$ cat config.mk
export PLATFORM = sky130hd
export DESIGN_NAME = vc_allocator
export DESIGN_NICKNAME = d
export VERILOG_FILES = /design/src/rtl/params_noc.sv /design/src/rtl/round_robin_arbiter.sv /design/src/rtl/vc_allocator.sv
export SDC_FILE = /design/constraint.sdc
export NUM_CORES = 1
export LEC_CHECK = 0
export ABC_AREA = 1
export CORE_ASPECT_RATIO = 1.25
export CORE_MARGIN = 1.5
export CORE_UTILIZATION = 56
export CTS_CLUSTER_SIZE = 20
export DETAILED_ROUTE_END_ITERATION = 7
export GPL_TIMING_DRIVEN = 0
export PLACE_DENSITY = 0.83
export SLEW_MARGIN = 0
export SYNTH_ARGS = -nofsm -noshare
export SYNTH_HDL_FRONTEND = slang
export SYNTH_SLANG_ARGS = --single-unit
$ cat constraint.sdc
create_clock -name clk -period 5 [get_ports clk]
set_clock_uncertainty 0.1 [all_clocks]
set_input_delay 0.5 -clock clk [delete_from_list [all_inputs] [get_ports clk]]
set_output_delay 0.5 -clock clk [all_outputs]
set_load 0.005 [all_outputs]
$ cat src/rtl/params_noc.sv
// Router-wide constants and the output-port encoding shared by the NoC blocks.
package params_noc;

  localparam int in_Port_Cnt = 5;
  localparam int VC_NUM      = 4;
  localparam int REQ_CNT     = in_Port_Cnt * VC_NUM;

  // Output-port encoding produced by route computation.
  typedef enum logic [2:0] {
    LOCAL = 3'd0,
    NORTH = 3'd1,
    SOUTH = 3'd2,
    EAST  = 3'd3,
    WEST  = 3'd4
  } inout_Port;

  typedef inout_Port port_t;

  localparam int PORT_W = $bits(port_t);

endpackage

$ cat src/rtl/round_robin_arbiter.sv
// Round-robin arbiter: grants the first request at or after its pointer,
// wrapping at N-1 -> 0, and moves the pointer past the winner when enabled.
module round_robin_arbiter #(
  parameter int N = 20
) (
  input  logic         clk,
  input  logic         rst_n,
  input  logic [N-1:0] req,
  output logic [N-1:0] grant,
  input  logic         update_en
);

  localparam int PTR_W = (N > 1) ? $clog2(N) : 1;

  logic [PTR_W-1:0] r_ptr;
  logic [N-1:0]     w_hi;
  logic [PTR_W-1:0] w_idx;
  logic             w_found;

  // Requests at or above the pointer take priority over the wrapped ones.
  always_comb begin
    for (int j = 0; j < N; j++) begin
      w_hi[j] = req[j] && (PTR_W'(j) >= r_ptr);
    end
  end

  // Pick the lowest upper-half request, else the lowest wrapped request.
  always_comb begin
    // NOTE: every signal gets a default before any branch so no latch is inferred.
    grant   = '0;
    w_idx   = '0;
    w_found = 1'b0;
    for (int j = 0; j < N; j++) begin
      if (!w_found && w_hi[j]) begin
        w_found  = 1'b1;
        w_idx    = PTR_W'(j);
        grant[j] = 1'b1;
      end
    end
    for (int j = 0; j < N; j++) begin
      if (!w_found && req[j]) begin
        w_found  = 1'b1;
        w_idx    = PTR_W'(j);
        grant[j] = 1'b1;
      end
    end
  end

  // Advance the pointer to one past the winner only when the grant is used.
  always_ff @(posedge clk or negedge rst_n) begin
    // NOTE: non-blocking assignments so every flop samples pre-edge values.
    if (!rst_n) begin
      r_ptr <= '0;
    end else if (update_en && w_found) begin
      r_ptr <= (w_idx == PTR_W'(N - 1)) ? '0 : w_idx + 1'b1;
    end
  end

endmodule

$ cat src/rtl/vc_allocator.sv
// Virtual-channel allocator: per output port, picks one requesting input VC
// round-robin and hands it the lowest free downstream VC of that port.
module vc_allocator
  import params_noc::*;
#(
  parameter int vc_Num = VC_NUM
) (
  input  logic                                                 clk,
  input  logic                                                 rst_n,
  input  logic [in_Port_Cnt-1:0][vc_Num-1:0]                   vc_req_i,
  input  logic [in_Port_Cnt-1:0][vc_Num-1:0][PORT_W-1:0]       out_port_i,
  input  logic [in_Port_Cnt-1:0][vc_Num-1:0]                   release_i,
  output logic [in_Port_Cnt-1:0][vc_Num-1:0]                   vc_grant_o,
  output logic [in_Port_Cnt-1:0][vc_Num-1:0][$clog2(vc_Num)-1:0] vc_assigned_o,
  output logic [in_Port_Cnt-1:0][vc_Num-1:0]                   vc_busy_o
);

  localparam int VC_W  = $clog2(vc_Num);
  localparam int REQ_N = in_Port_Cnt * vc_Num;

  // Requester k = ip*vc_Num + vc falls out of the packed layout directly.
  logic [REQ_N-1:0]                   w_req_flat;
  logic [REQ_N-1:0][PORT_W-1:0]       w_port_flat;
  logic [in_Port_Cnt-1:0][REQ_N-1:0]  w_cand;
  logic [in_Port_Cnt-1:0][REQ_N-1:0]  w_arb_gnt;
  logic [in_Port_Cnt-1:0]             w_free_any;
  logic [in_Port_Cnt-1:0][VC_W-1:0]   w_free_vc;
  logic [in_Port_Cnt-1:0][vc_Num-1:0] w_set;
  logic [REQ_N-1:0]                   w_gnt_flat;
  logic [REQ_N-1:0][VC_W-1:0]         w_asg_flat;
  logic [in_Port_Cnt-1:0][vc_Num-1:0] r_busy;

  assign w_req_flat  = vc_req_i;
  assign w_port_flat = out_port_i;

  // Candidate decode: requester k competes for output o when it targets o.
  // Port codes outside the encoding match no output and are never granted.
  always_comb begin
    for (int o = 0; o < in_Port_Cnt; o++) begin
      for (int k = 0; k < REQ_N; k++) begin
        w_cand[o][k] = w_req_flat[k] && (w_port_flat[k] == PORT_W'(o));
      end
    end
  end

  // Lowest-index free downstream VC per output (scan downward, last hit wins).
  always_comb begin
    for (int o = 0; o < in_Port_Cnt; o++) begin
      w_free_any[o] = 1'b0;
      w_free_vc[o]  = '0;
      for (int v = vc_Num - 1; v >= 0; v--) begin
        if (!r_busy[o][v]) begin
          w_free_any[o] = 1'b1;
          w_free_vc[o]  = VC_W'(v);
        end
      end
    end
  end

  // One arbiter per output; its pointer only moves when a VC was handed out.
  for (genvar o = 0; o < in_Port_Cnt; o++) begin : g_arb
    round_robin_arbiter #(
      .N (REQ_N)
    ) u_arb (
      .clk       (clk),
      .rst_n     (rst_n),
      .req       (w_cand[o]),
      .grant     (w_arb_gnt[o]),
      .update_en (w_free_any[o])
    );
  end

  // Merge per-output winners into per-requester grants and busy-set pulses.
  // Each requester targets one output, so at most one output grants it.
  always_comb begin
    w_gnt_flat = '0;
    w_asg_flat = '0;
    w_set      = '0;
    for (int o = 0; o < in_Port_Cnt; o++) begin
      if (w_free_any[o]) begin
        w_gnt_flat = w_gnt_flat | w_arb_gnt[o];
        for (int k = 0; k < REQ_N; k++) begin
          if (w_arb_gnt[o][k]) begin
            w_asg_flat[k] = w_free_vc[o];
          end
        end
        if (|w_arb_gnt[o]) begin
          w_set[o][w_free_vc[o]] = 1'b1;
        end
      end
    end
  end

  // Grants are combinational but held at zero while reset is asserted.
  assign vc_grant_o    = rst_n ? w_gnt_flat : '0;
  assign vc_assigned_o = rst_n ? w_asg_flat : '0;

  // Occupancy: a release drops a held VC; a new grant only ever claims a free
  // one, so a release aimed at it is meaningless and the set wins.
  always_ff @(posedge clk or negedge rst_n) begin
    if (!rst_n) begin
      r_busy <= '0;
    end else begin
      r_busy <= (r_busy & ~release_i) | w_set;
    end
  end

  assign vc_busy_o = r_busy;

endmodule

==> reports/qor_table.md, run 1 <==
| Result | This run | Unit |
|---|---|---|
| Hold-fix buffer count after cts | 0 | - |
| Pin count of the biggest net entering global routing | 29 | - |
| Buffer levels on the longest clock path | 2 | - |
| Hpwl dp | 43690 | um |
| Last stage the flow got to | global routing (5_1_grt) | - |
| CTS Root Buffer Type | clkbuf_16 | - |
| Synth area leader | inv_1 | - |
| Overall global routing resource usage | 63.39 | % |
| Gpl congestion | 1.210 | - |
| Nets in the synthesized netlist | 2175 | - |
| Starting utilization of the core area | 57.65 | % |
| Clock buffer count from CTS | 5 | - |
| Instance area after placement | 13050 | um2 |
| Top cells by area, synth | inv_1, nand2_1, nor2_1, dfrtp_1, o21ai_0 | - |
| IO Count | 182 | - |
| Average instance area after synthesis | 5.274 | um2 |
| Total standard cell area after synthesis | 10910 | um2 |
| Fraction of registers with async set/reset | 100.0 | % |
| Count of input and output buffers | 181 | - |
| Placement-stage worst setup slack | -1.207 | ns |
| Prevailing post-synth register cell | dfrtp_1 | - |
| Register bit total from synthesis | 45 | - |
| Wire length of the first global-routing pass | 99730 | um |
| Total congestion overflow after global routing | 7 | - |
| Count of clock tree sinks | 45 | - |
| Row count | 56 | - |
| Die width | 127.8 | um |
| Sequential element share of the synthesized area | 10.32 | % |
| Error Message | [ERROR GRT-0116] Global routing finished with congestion. Check the congestion regions in the DRC Viewer. | - |
| Overall die height | 159.0 | um |
| Outcome | did not finish | - |
| Number of global-route vias before repair | 18450 | - |
| Cell count after synthesis | 2068 | - |
| EDFF count, synth | 0 | - |
| Number of distinct library cells after synthesis | 53 | - |
| Area fraction of the dominant cell type after synthesis | 16.04 | % |
| Count of yosys warnings during synthesis | 0 | - |
| Number of levels the H-tree was split into | 2 | - |
-- cells in the mapped netlist (25+ instances only) --
| cell | number |
|---|---|
| dfrtp_1 | 45 |
| nor2_2 | 39 |
| nand4_1 | 54 |
| nand3_1 | 103 |
| nor4_1 | 29 |
| nor2_1 | 321 |
| nand2_1 | 401 |
| a21oi_1 | 88 |
| o21ai_1 | 34 |
| o21ai_0 | 111 |
| nand4_2 | 25 |
| inv_1 | 466 |
| nor3_1 | 103 |
-- what timing repair did --
item	in CTS
resized for setup	518
buffers inserted	201
endpoints found under the hold margin	0
endpoints found under the setup margin	62
pin swaps	171
-- routing by layer --
metal  GRT overflow  global-route usage (%)
met1              0                   61.54
met2              1                   87.00
met3              0                   41.23
met4              6                   62.97
met5              0                   12.25
-- per-stage QoR --
step | utilization [%] | hold WS [ns] | std cells
detailed placement | 68.96 | 0.4578 | 2483
global placement | 68.76 | 0.4503 | 2481
floorplan | - | 0.1044 | 2068
CTS | 83.41 | 0.1639 | 2692
-- kinds of logic after synthesis --
| family | share of synthesized area, % |
|---|---|
| AO/OA/AOI/OAI | 19.17 |
| XOR/XNOR | 0.4015 |
| adder cells (fa/ha/maj) | 0.5736 |
| buffers and inverters | 18.05 |
| flip-flops | 10.32 |
| multiplexers | 0.1950 |
| AND/OR/NAND/NOR | 51.29 |
==> inputs of run 2 (changes only) <==
--- a/config.mk
+++ b/config.mk
@@ -6,13 +6,11 @@
 export NUM_CORES = 1
 export LEC_CHECK = 0
 export ABC_AREA = 1
-export CORE_ASPECT_RATIO = 1.25
 export CORE_MARGIN = 1.5
-export CORE_UTILIZATION = 56
-export CTS_CLUSTER_SIZE = 20
+export CORE_UTILIZATION = 40
 export DETAILED_ROUTE_END_ITERATION = 7
 export GPL_TIMING_DRIVEN = 0
-export PLACE_DENSITY = 0.83
+export PLACE_DENSITY_LB_ADDON = 0.15
 export SLEW_MARGIN = 0
 export SYNTH_ARGS = -nofsm -noshare
 export SYNTH_HDL_FRONTEND = slang
==> run 2 against run 1 <==
Net effect: the flow now finishes, with violations (negative setup slack); synthesized area did not move; synthesized cell count did not move.
==> reports/qor_table.md, run 2 <==
| Result | This run | Unit | Delta |
|---|---|---|---|
| Die width | 168.1 | um | was 127.8 um |
| Proportion of layout cells with a drive suffix above 1 | 35.92 | % |  |
| Placement-stage worst setup slack | -1.386 | ns | was -1.207 ns |
| EDFF count, synth | 0 | - | unchanged |
| Delay of the slowest cell on the worst path | 0.43 | ns |  |
| Total power | 0.006415 | W |  |
| Synth area leader | inv_1 | - | unchanged |
| Number of global-route vias before repair | 15530 | - |  |
| Iteration-0 DRC count of the detailed router | 2123 | - |  |
| Count of inserted antenna diode cells | 0 | - |  |
| Buffer levels on the longest clock path | 2 | - | unchanged |
| Net count, final | 2649 | - |  |
| Worst Tran Pin Value | 1.284 | ns |  |
| Total standard cell area after synthesis | 10910 | um2 | unchanged |
| Average instance area after synthesis | 5.274 | um2 | unchanged |
| Final number of setup-violating endpoints | 27 | - |  |
| Comb pwr share | 82.2 | % |  |
| Wire length of the first global-routing pass | 89600 | um |  |
| Via density per instance | 5.922 | - |  |
| DRC | 0 | - |  |
| Critical path start-end classification | flip-flop to primary output | - |  |
| Detail-routed net length per standard cell | 21.82 | um |  |
| Final max-slew violation count | 0 | - |  |
| Static Leak | 8.526 | nW |  |
| Internal portion of total power | 0.002855 | W |  |
| Area of the die | 28270 | um2 |  |
| Count of yosys warnings during synthesis | 0 | - | unchanged |
| Power per standard cell area | 362.6 | nW/um2 |  |
| Summed area of non-filler cells in the final layout | 17690 | um2 |  |
| CP startpoint | g_arb[2].u_arb.r_ptr[3] | - |  |
| CTS tree | yes | - |  |
| Unrepaired setup endpoints after global routing | yes | - |  |
| Initial antenna violation count | 1 | - |  |
| Worst Setup Slack, final | -0.2693 | ns |  |
| Top reg by flops | g_arb.u_arb.r_ptr | - |  |
| Number of hold violations in the final report | 0 | - |  |
| Flip-flop count of the largest register, all copies and words added | 25 | - |  |
| Most used standard cell by instance count after synthesis | inv_1 | - | unchanged |
| Data arrival time at the worst-slack endpoint | 4.67 | ns |  |
| Sort of element at the end of the critical path | primary output | - |  |
| Count of input and output buffers | 181 | - | unchanged |
| Number of antenna-violating nets in the routed design | 0 | - |  |
| Timing-limited maximum frequency | 189.8 | MHz |  |
| Type of the worst min-delay path | input port to async pin | - |  |
| Outcome | finished, violations left | - | was did not finish |
| Total Neg Setup Slack | -3.505 | ns |  |
| Hold-fix buffer count after cts | 0 | - | unchanged |
| Top cells by area, synth | inv_1, nand2_1, nor2_1, dfrtp_1, o21ai_0 | - | unchanged |
| Area fraction of the dominant cell type after synthesis | 16.04 | % | unchanged |
| Area Growth Syn to Fin | 62.22 | % |  |
| Overall die height | 168.1 | um | was 159.0 um |
| Part of the total power dissipated in sequential elements | 11.4 | % |  |
| Final cycle utilization of the critical path | 105.4 | % |  |
| Number of distinct library cells after synthesis | 53 | - | unchanged |
| Reg-to-reg startpoint | g_arb[2].u_arb.r_ptr[3] | - |  |
| Prevailing post-synth register cell | dfrtp_1 | - | unchanged |
| Cell count after synthesis | 2068 | - | unchanged |
| Most frequent standard cell in the layout excluding fill and tap cells | inv_1 | - |  |
| Proportion of power drawn by the clock network | 6.4 | % |  |
| Overall global routing resource usage | 41.89 | % |  |
| Hpwl dp | 48250 | um | was 43690 um |
| Clock edge transition at the registers on the reported setup and hold paths | 0.08 | ns |  |
| Slowest stage cell, crit path | dfrtp_2 | - |  |
| Nets in the synthesized netlist | 2175 | - | unchanged |
| Cell types with the highest counts after synthesis | inv_1, nand2_1, nor2_1 | - | unchanged |
| Critical path fanouts, max | 4 | - |  |
| Fraction of registers with async set/reset | 100.0 | % | unchanged |
| Starting utilization of the core area | 40.58 | % | was 57.65% |
| Top library cells by usage in the layout, fill and taps aside | inv_1, nand2_1, buf_4, nor2_1, clkdlybuf4s50_1 | - |  |
| Final Routed Wirelength | 62910 | um |  |
| Register bit total from synthesis | 45 | - | unchanged |
| Kind of cell adding the most delay to the critical path | simple AND/OR/NAND/NOR gates | - |  |
| First-pass detailed-route iteration total | 8 | - |  |
| Worst max-slew margin expressed relative to the limit | 14.11 | % |  |
| Post-layout util | 65.83 | % |  |
| Time the worst path needs with I/O delays and setup | 5.269 | ns |  |
| Number of levels the H-tree was split into | 2 | - | unchanged |
| Element type at the critical path start | flip-flop | - |  |
| Most used cell along the critical path | nor2_2 | - |  |
| Sequential element share of the synthesized area | 10.32 | % | unchanged |
| Total congestion overflow after global routing | 0 | - |  |
| Pin count of the biggest net entering global routing | 29 | - |  |
| Required time at the worst-slack endpoint | 4.40 | ns |  |
| Row count | 60 | - | was 56 |
| Switching Fraction | 55.50 | % |  |
| Clock latency on the worst-skew pair | 0.31 | ns |  |
| Number of maximum-capacitance constraint violations | 0 | - |  |
| Count of clock tree sinks | 45 | - | unchanged |
| Standard cell core area | 26880 | um2 |  |
| Clock buffer count from CTS | 5 | - | unchanged |
| Gpl congestion | 1.104 | - | was 1.210 |
| CTS Root Buffer Type | clkbuf_16 | - | unchanged |
| Peak VDD IR | 0.2253 | mV |  |
| Number of buffer and inverter instances along the worst setup path | 3 | - |  |
| IO Count | 182 | - | unchanged |
| Net load switching power | 0.003561 | W |  |
| Instance area after placement | 13170 | um2 | was 13050 um2 |
| Number of vias in the routed layout | 17070 | - |  |
| Failing checks | negative setup slack | - |  |
## run 2: logic make-up after synthesis
family / Yosys count / synth area share [%]
muxes: 2 / 0.1950
DFF: 45 / 10.32
xor gates and xnor gates: 5 / 0.4015
adders and majority gates: 5 / 0.5736
and+or+nand+nor: 1146 / 51.29
AOI/OAI and AO/OA: 352 / 19.17
buffers and inverters: 513 / 18.05
## run 2: per-layer routing
layer | GRT usage (%) | vias up | share of wire [%]
met5 | 0 | - | 0.019
met4 | 30.09 | 2 | 8.7
met3 | 9.779 | 304 | 12
met2 | 64.24 | 1222 | 42
met1 | 51.63 | 7828 | 37
li1 | - | 7716 | -
## run 2: timing repair
| action | CTS | global route |
|---|---|---|
| endpoints found under the setup margin | 66 | 76 |
| cloned | 0 | 0 |
| setup buffers | 205 | 88 |
| gates resized for setup | 553 | 315 |
| pin swaps | 183 | 190 |
## run 2: final cells by class
class	count	area, um2
well taps	341	426.7
multi-input cells	1510	10050
fillers	2501	9183
plain buffers	31	182.7
inverters	482	1819
clock buffers	5	125.1
clock inverters	2	35.03
repair buffers	467	3909
flip-flops and latches	45	1144
## run 2: final timing paths
check	end	slack [ns]	depth (start not counted)
hold / removal	g_arb[1].u_arb.r_ptr[1]	0.02	1
hold reg to reg	g_arb[1].u_arb.r_ptr[0]	0.46	2
max in group asynchronous	g_arb[3].u_arb.r_ptr[1]	4.21	2
setup reg to reg	g_arb[2].u_arb.r_ptr[0]	0.13	37
setup / recovery	vc_assigned_o[39]	-0.27	31
min in group clk	g_arb[1].u_arb.r_ptr[0]	0.46	2
## run 2: through the flow
stage | hold WS [ns] | instances
2_1_floorplan | 0.1044 | 2068
3_3_place_gp | 0.4499 | 2590
3_5_place_dp | 0.3763 | 2592
4_1_cts | 0.04459 | 2803
5_1_grt | 0.05834 | 2883
6_report | 0.02423 | 2883
## run 2: power groups by stage
stage / Clock, W / Combinational [W] / Sequential, W
2_1_floorplan: 0 / 0.00227 / 0.000675
3_3_place_gp: 0 / 0.00355 / 0.000716
3_5_place_dp: 0 / 0.00357 / 0.000723
4_1_cts: 0.000413 / 0.00453 / 0.000717
5_1_grt: 0.000422 / 0.00558 / 0.000753
6_report: 0.000413 / 0.00527 / 0.000731
## run 2: worst register-to-register path: cells and delay by family, from the launching register on
family | cells | cell delay, ns
and+or+nand+nor | 22 | 2.56
buffers and inverters | 12 | 1.36
DFF | 1 | 0.43
adders and majority gates | 1 | 0.16
AOI/OAI and AO/OA | 2 | 0.14
(Power assumes the default switching activity.)
==> inputs of run 3 (changes only) <==
--- a/config.mk
+++ b/config.mk
@@ -7,7 +7,7 @@
 export LEC_CHECK = 0
 export ABC_AREA = 1
 export CORE_MARGIN = 1.5
-export CORE_UTILIZATION = 40
+export CORE_UTILIZATION = 45
 export DETAILED_ROUTE_END_ITERATION = 7
 export GPL_TIMING_DRIVEN = 0
 export PLACE_DENSITY_LB_ADDON = 0.15
==> run 3 against run 2 <==
Net effect: the flow finishes with violations (design-rule violations, negative setup slack); via count grew 5.6%; cell area increased by 0.56%; flip-flop and latch count unchanged; setup slack got worse by 0.47 ns; critical path depth is 3 lower; register-to-register slack worse by 0.46 ns; worst hold slack better by 0.43 ns; global-route usage grew 5.6 points; wire length increased by 6.2%.
==> reports/qor_table.md, run 3 (synthesis gave the netlist of run 2 again) <==
| Result | This run | Unit | Delta |
|---|---|---|---|
| Via density per instance | 6.281 | - | was 5.922 |
| Number of vias in the routed layout | 18030 | - | was 17070 |
| Standard cell core area | 23610 | um2 | was 26880 um2 |
| Starting utilization of the core area | 46.19 | % | was 40.58% |
| Clock latency on the worst-skew pair | 0.32 | ns | was 0.31 ns |
| Overall global routing resource usage | 47.50 | % | was 41.89% |
| Count of clock tree sinks | 45 | - | unchanged |
| Area of the die | 25180 | um2 | was 28270 um2 |
| Element type at the critical path start | flip-flop | - | unchanged |
| CTS tree | yes | - | unchanged |
| Number of antenna-violating nets in the routed design | 0 | - | unchanged |
| Number of global-route vias before repair | 15800 | - | was 15530 |
| Placement-stage worst setup slack | -1.327 | ns | was -1.386 ns |
| Net count, final | 2658 | - | was 2649 |
| Die width | 158.7 | um | was 168.1 um |
| Net load switching power | 0.003630 | W | was 0.003561 W |
| Critical path fanouts, max | 5 | - | was 4 |
| Most used cell along the critical path | nor2_4 | - | was nor2_2 |
| Outcome | finished, violations left | - | unchanged |
| Area Growth Syn to Fin | 63.13 | % | was 62.22% |
| Peak VDD IR | 0.3179 | mV | was 0.2253 mV |
| Gpl congestion | 1.142 | - | was 1.104 |
| Final cycle utilization of the critical path | 114.8 | % | was 105.4% |
| Fin Hold WS | 0.4579 | ns | was 0.02423 ns |
| Final max-slew violation count | 0 | - | unchanged |
| Type of the worst min-delay path | flip-flop to flip-flop | - | was input port to async pin |
| Overall die height | 158.7 | um | was 168.1 um |
| Part of the total power dissipated in sequential elements | 11.6 | % | was 11.4% |
| Total power | 0.006310 | W | was 0.006415 W |
| Critical path start-end classification | flip-flop to primary output | - | unchanged |
| Switching Fraction | 57.52 | % | was 55.50% |
| Time the worst path needs with I/O delays and setup | 5.738 | ns | was 5.269 ns |
| Clock buffer count from CTS | 5 | - | unchanged |
| Proportion of power drawn by the clock network | 6.0 | % | was 6.4% |
| Instance area after placement | 13140 | um2 | was 13170 um2 |
| Static Leak | 8.536 | nW | was 8.526 nW |
| Worst Setup Slack, final | -0.7382 | ns | was -0.2693 ns |
| Row count | 56 | - | was 60 |
| Flip-flop count of the largest register, all copies and words added | 25 | - | unchanged |
| Delay of the slowest cell on the worst path | 0.80 | ns | was 0.43 ns |
| CTS Root Buffer Type | clkbuf_16 | - | unchanged |
| Timing-limited maximum frequency | 174.3 | MHz | was 189.8 MHz |
| DRC | 47 | - | was 0 |
| Final number of setup-violating endpoints | 63 | - | was 27 |
| Count of input and output buffers | 181 | - | unchanged |
| Final Routed Wirelength | 66830 | um | was 62910 um |
| Number of instances in the placed design | 2570 | - | was 2592 |
| Number of maximum-capacitance constraint violations | 0 | - | unchanged |
| Sort of element at the end of the critical path | primary output | - | unchanged |
| First-pass detailed-route iteration total | 8 | - | unchanged |
| Power per standard cell area | 354.7 | nW/um2 | was 362.6 nW/um2 |
| Number of hold violations in the final report | 0 | - | unchanged |
| # fillers | 1859 | - | was 2501 |
| Total congestion overflow after global routing | 0 | - | unchanged |
| Hpwl dp | 46530 | um | was 48250 um |
| Comb pwr share | 82.4 | % | was 82.2% |
| Buffer levels on the longest clock path | 2 | - | unchanged |
| Iteration-0 DRC count of the detailed router | 3178 | - | was 2123 |
| Summed area of non-filler cells in the final layout | 17790 | um2 | was 17690 um2 |
| R2R Setup Slk | -0.33 | ns | was 0.13 ns |
| Pin count of the biggest net entering global routing | 36 | - | was 29 |
| Detail-routed net length per standard cell | 23.28 | um | was 21.82 um |
| Count of inserted antenna diode cells | 0 | - | unchanged |
| Internal portion of total power | 0.002680 | W | was 0.002855 W |
| Unrepaired setup endpoints after global routing | yes | - | unchanged |
| Data arrival time at the worst-slack endpoint | 5.14 | ns | was 4.67 ns |
| Wire length of the first global-routing pass | 88760 | um | was 89600 um |
| Number of levels the H-tree was split into | 2 | - | unchanged |
| Worst max-slew margin expressed relative to the limit | 8.280 | % | was 14.11% |
| Slowest stage cell, crit path | a31oi_1 | - | was dfrtp_2 |
| Top library cells by usage in the layout, fill and taps aside | inv_1, nand2_1, buf_4, nor2_1, clkdlybuf4s50_1 | - | unchanged |
| Proportion of layout cells with a drive suffix above 1 | 36.56 | % | was 35.92% |
| Number of standard cells in the final layout excluding fillers | 2871 | - | was 2883 |
| Worst Tran Pin Value | 1.371 | ns | was 1.284 ns |
| Most frequent standard cell in the layout excluding fill and tap cells | inv_1 | - | unchanged |
| Top reg by flops | g_arb.u_arb.r_ptr | - | unchanged |
| Clock edge transition at the registers on the reported setup and hold paths | 0.08 | ns | about the same |
| Failing checks | design-rule violations, negative setup slack | - | was negative setup slack |
| Initial antenna violation count | 2 | - | was 1 |
| IO Count | 182 | - | unchanged |
| Required time at the worst-slack endpoint | 4.40 | ns | about the same |
## run 3: changes by cell type in the layout (fill, tap and decap cells not counted), sizes merged, moves of 2 or more
| cell | delta |
|---|---|
| buf | +10 |
| clkdlybuf4s15 | -5 |
| dlygate4sd2 | +4 |
| clkinvlp | +3 |
| clkdlybuf4s50 | +2 |
| dlymetal6s2s | -2 |
## run 3: final timing paths
kind / end / from / cells after the start
max in group asynchronous: g_arb[3].u_arb.r_ptr[0] / rst_n / 3
worst min-delay path: g_arb[3].u_arb.r_ptr[0] / g_arb[3].u_arb.r_ptr[0] / 2
worst max register to register: g_arb[4].u_arb.r_ptr[4] / g_arb[4].u_arb.r_ptr[4] / 35
worst max-delay path: vc_grant_o[7] / g_arb[4].u_arb.r_ptr[0] / 28
worst min register to register: g_arb[3].u_arb.r_ptr[0] / g_arb[3].u_arb.r_ptr[0] / 2
min in group asynchronous: g_arb[1].u_arb.r_ptr[2] / rst_n / 2
## run 3: final cells by class
| cell class | instances | area [um2] | area share (%) |
|---|---|---|---|
| plain buffers | 31 | 182.7 | 1.027 |
| well taps | 319 | 399.1 | 2.243 |
| clock buffers | 6 | 128.9 | 0.7243 |
| repair buffers | 476 | 3976 | 22.35 |
| inverters | 482 | 1818 | 10.22 |
| multi-input cells | 1510 | 10130 | 56.93 |
| flip-flops and latches | 45 | 1142 | 6.421 |
| clock inverters | 2 | 15.01 | 0.08439 |
## run 3: critical path: cells and delay by family (launching register included)
family / cells / cell delay [ns]
flip-flops: 1 / 0.43
AO/OA/AOI/OAI: 2 / 0.86
buffers and inverters: 7 / 0.79
AND/OR/NAND/NOR: 19 / 2.74
## run 3: power by group through the flow
| stage | sequential [W] | combinational [W] | clock, W |
|---|---|---|---|
| 2_1_floorplan | 0.000675 | 0.00227 | 0 |
| 3_3_place_gp | 0.000715 | 0.00350 | 0 |
| 3_5_place_dp | 0.000720 | 0.00353 | 0 |
| 4_1_cts | 0.000716 | 0.00426 | 0.000370 |
| 5_1_grt | 0.000747 | 0.00544 | 0.000394 |
| 6_report | 0.000732 | 0.00520 | 0.000381 |
## run 3: metal layers
metal / global-route usage [%] / up-vias / wire length, um
met4: 36.94 / 2 / 7013
met3: 14.78 / 560 / 10130
met2: 72.80 / 1623 / 27420
li1: - / 7743 / -
met1: 54.97 / 8105 / 22250
met5: 0 / - / 13
## run 3: metrics by stage
stage / TNS, ns / util (%)
final: -19.32 / 75.35
after global routing: -25.81 / 75.35
after CTS: -8.831 / 67.76
after detailed placement: -55.09 / 55.64
after global placement: -53.22 / 55.55
after floorplan: 0 / -
## run 3: repair_timing
item | in CTS | in global routing
hold buffers | 1 | 0
gates resized for setup | 541 | 345
setup buffers | 211 | 97
hold endpoints to repair | 11 | 0
pin swaps | 162 | 209
setup endpoints to repair | 66 | 84
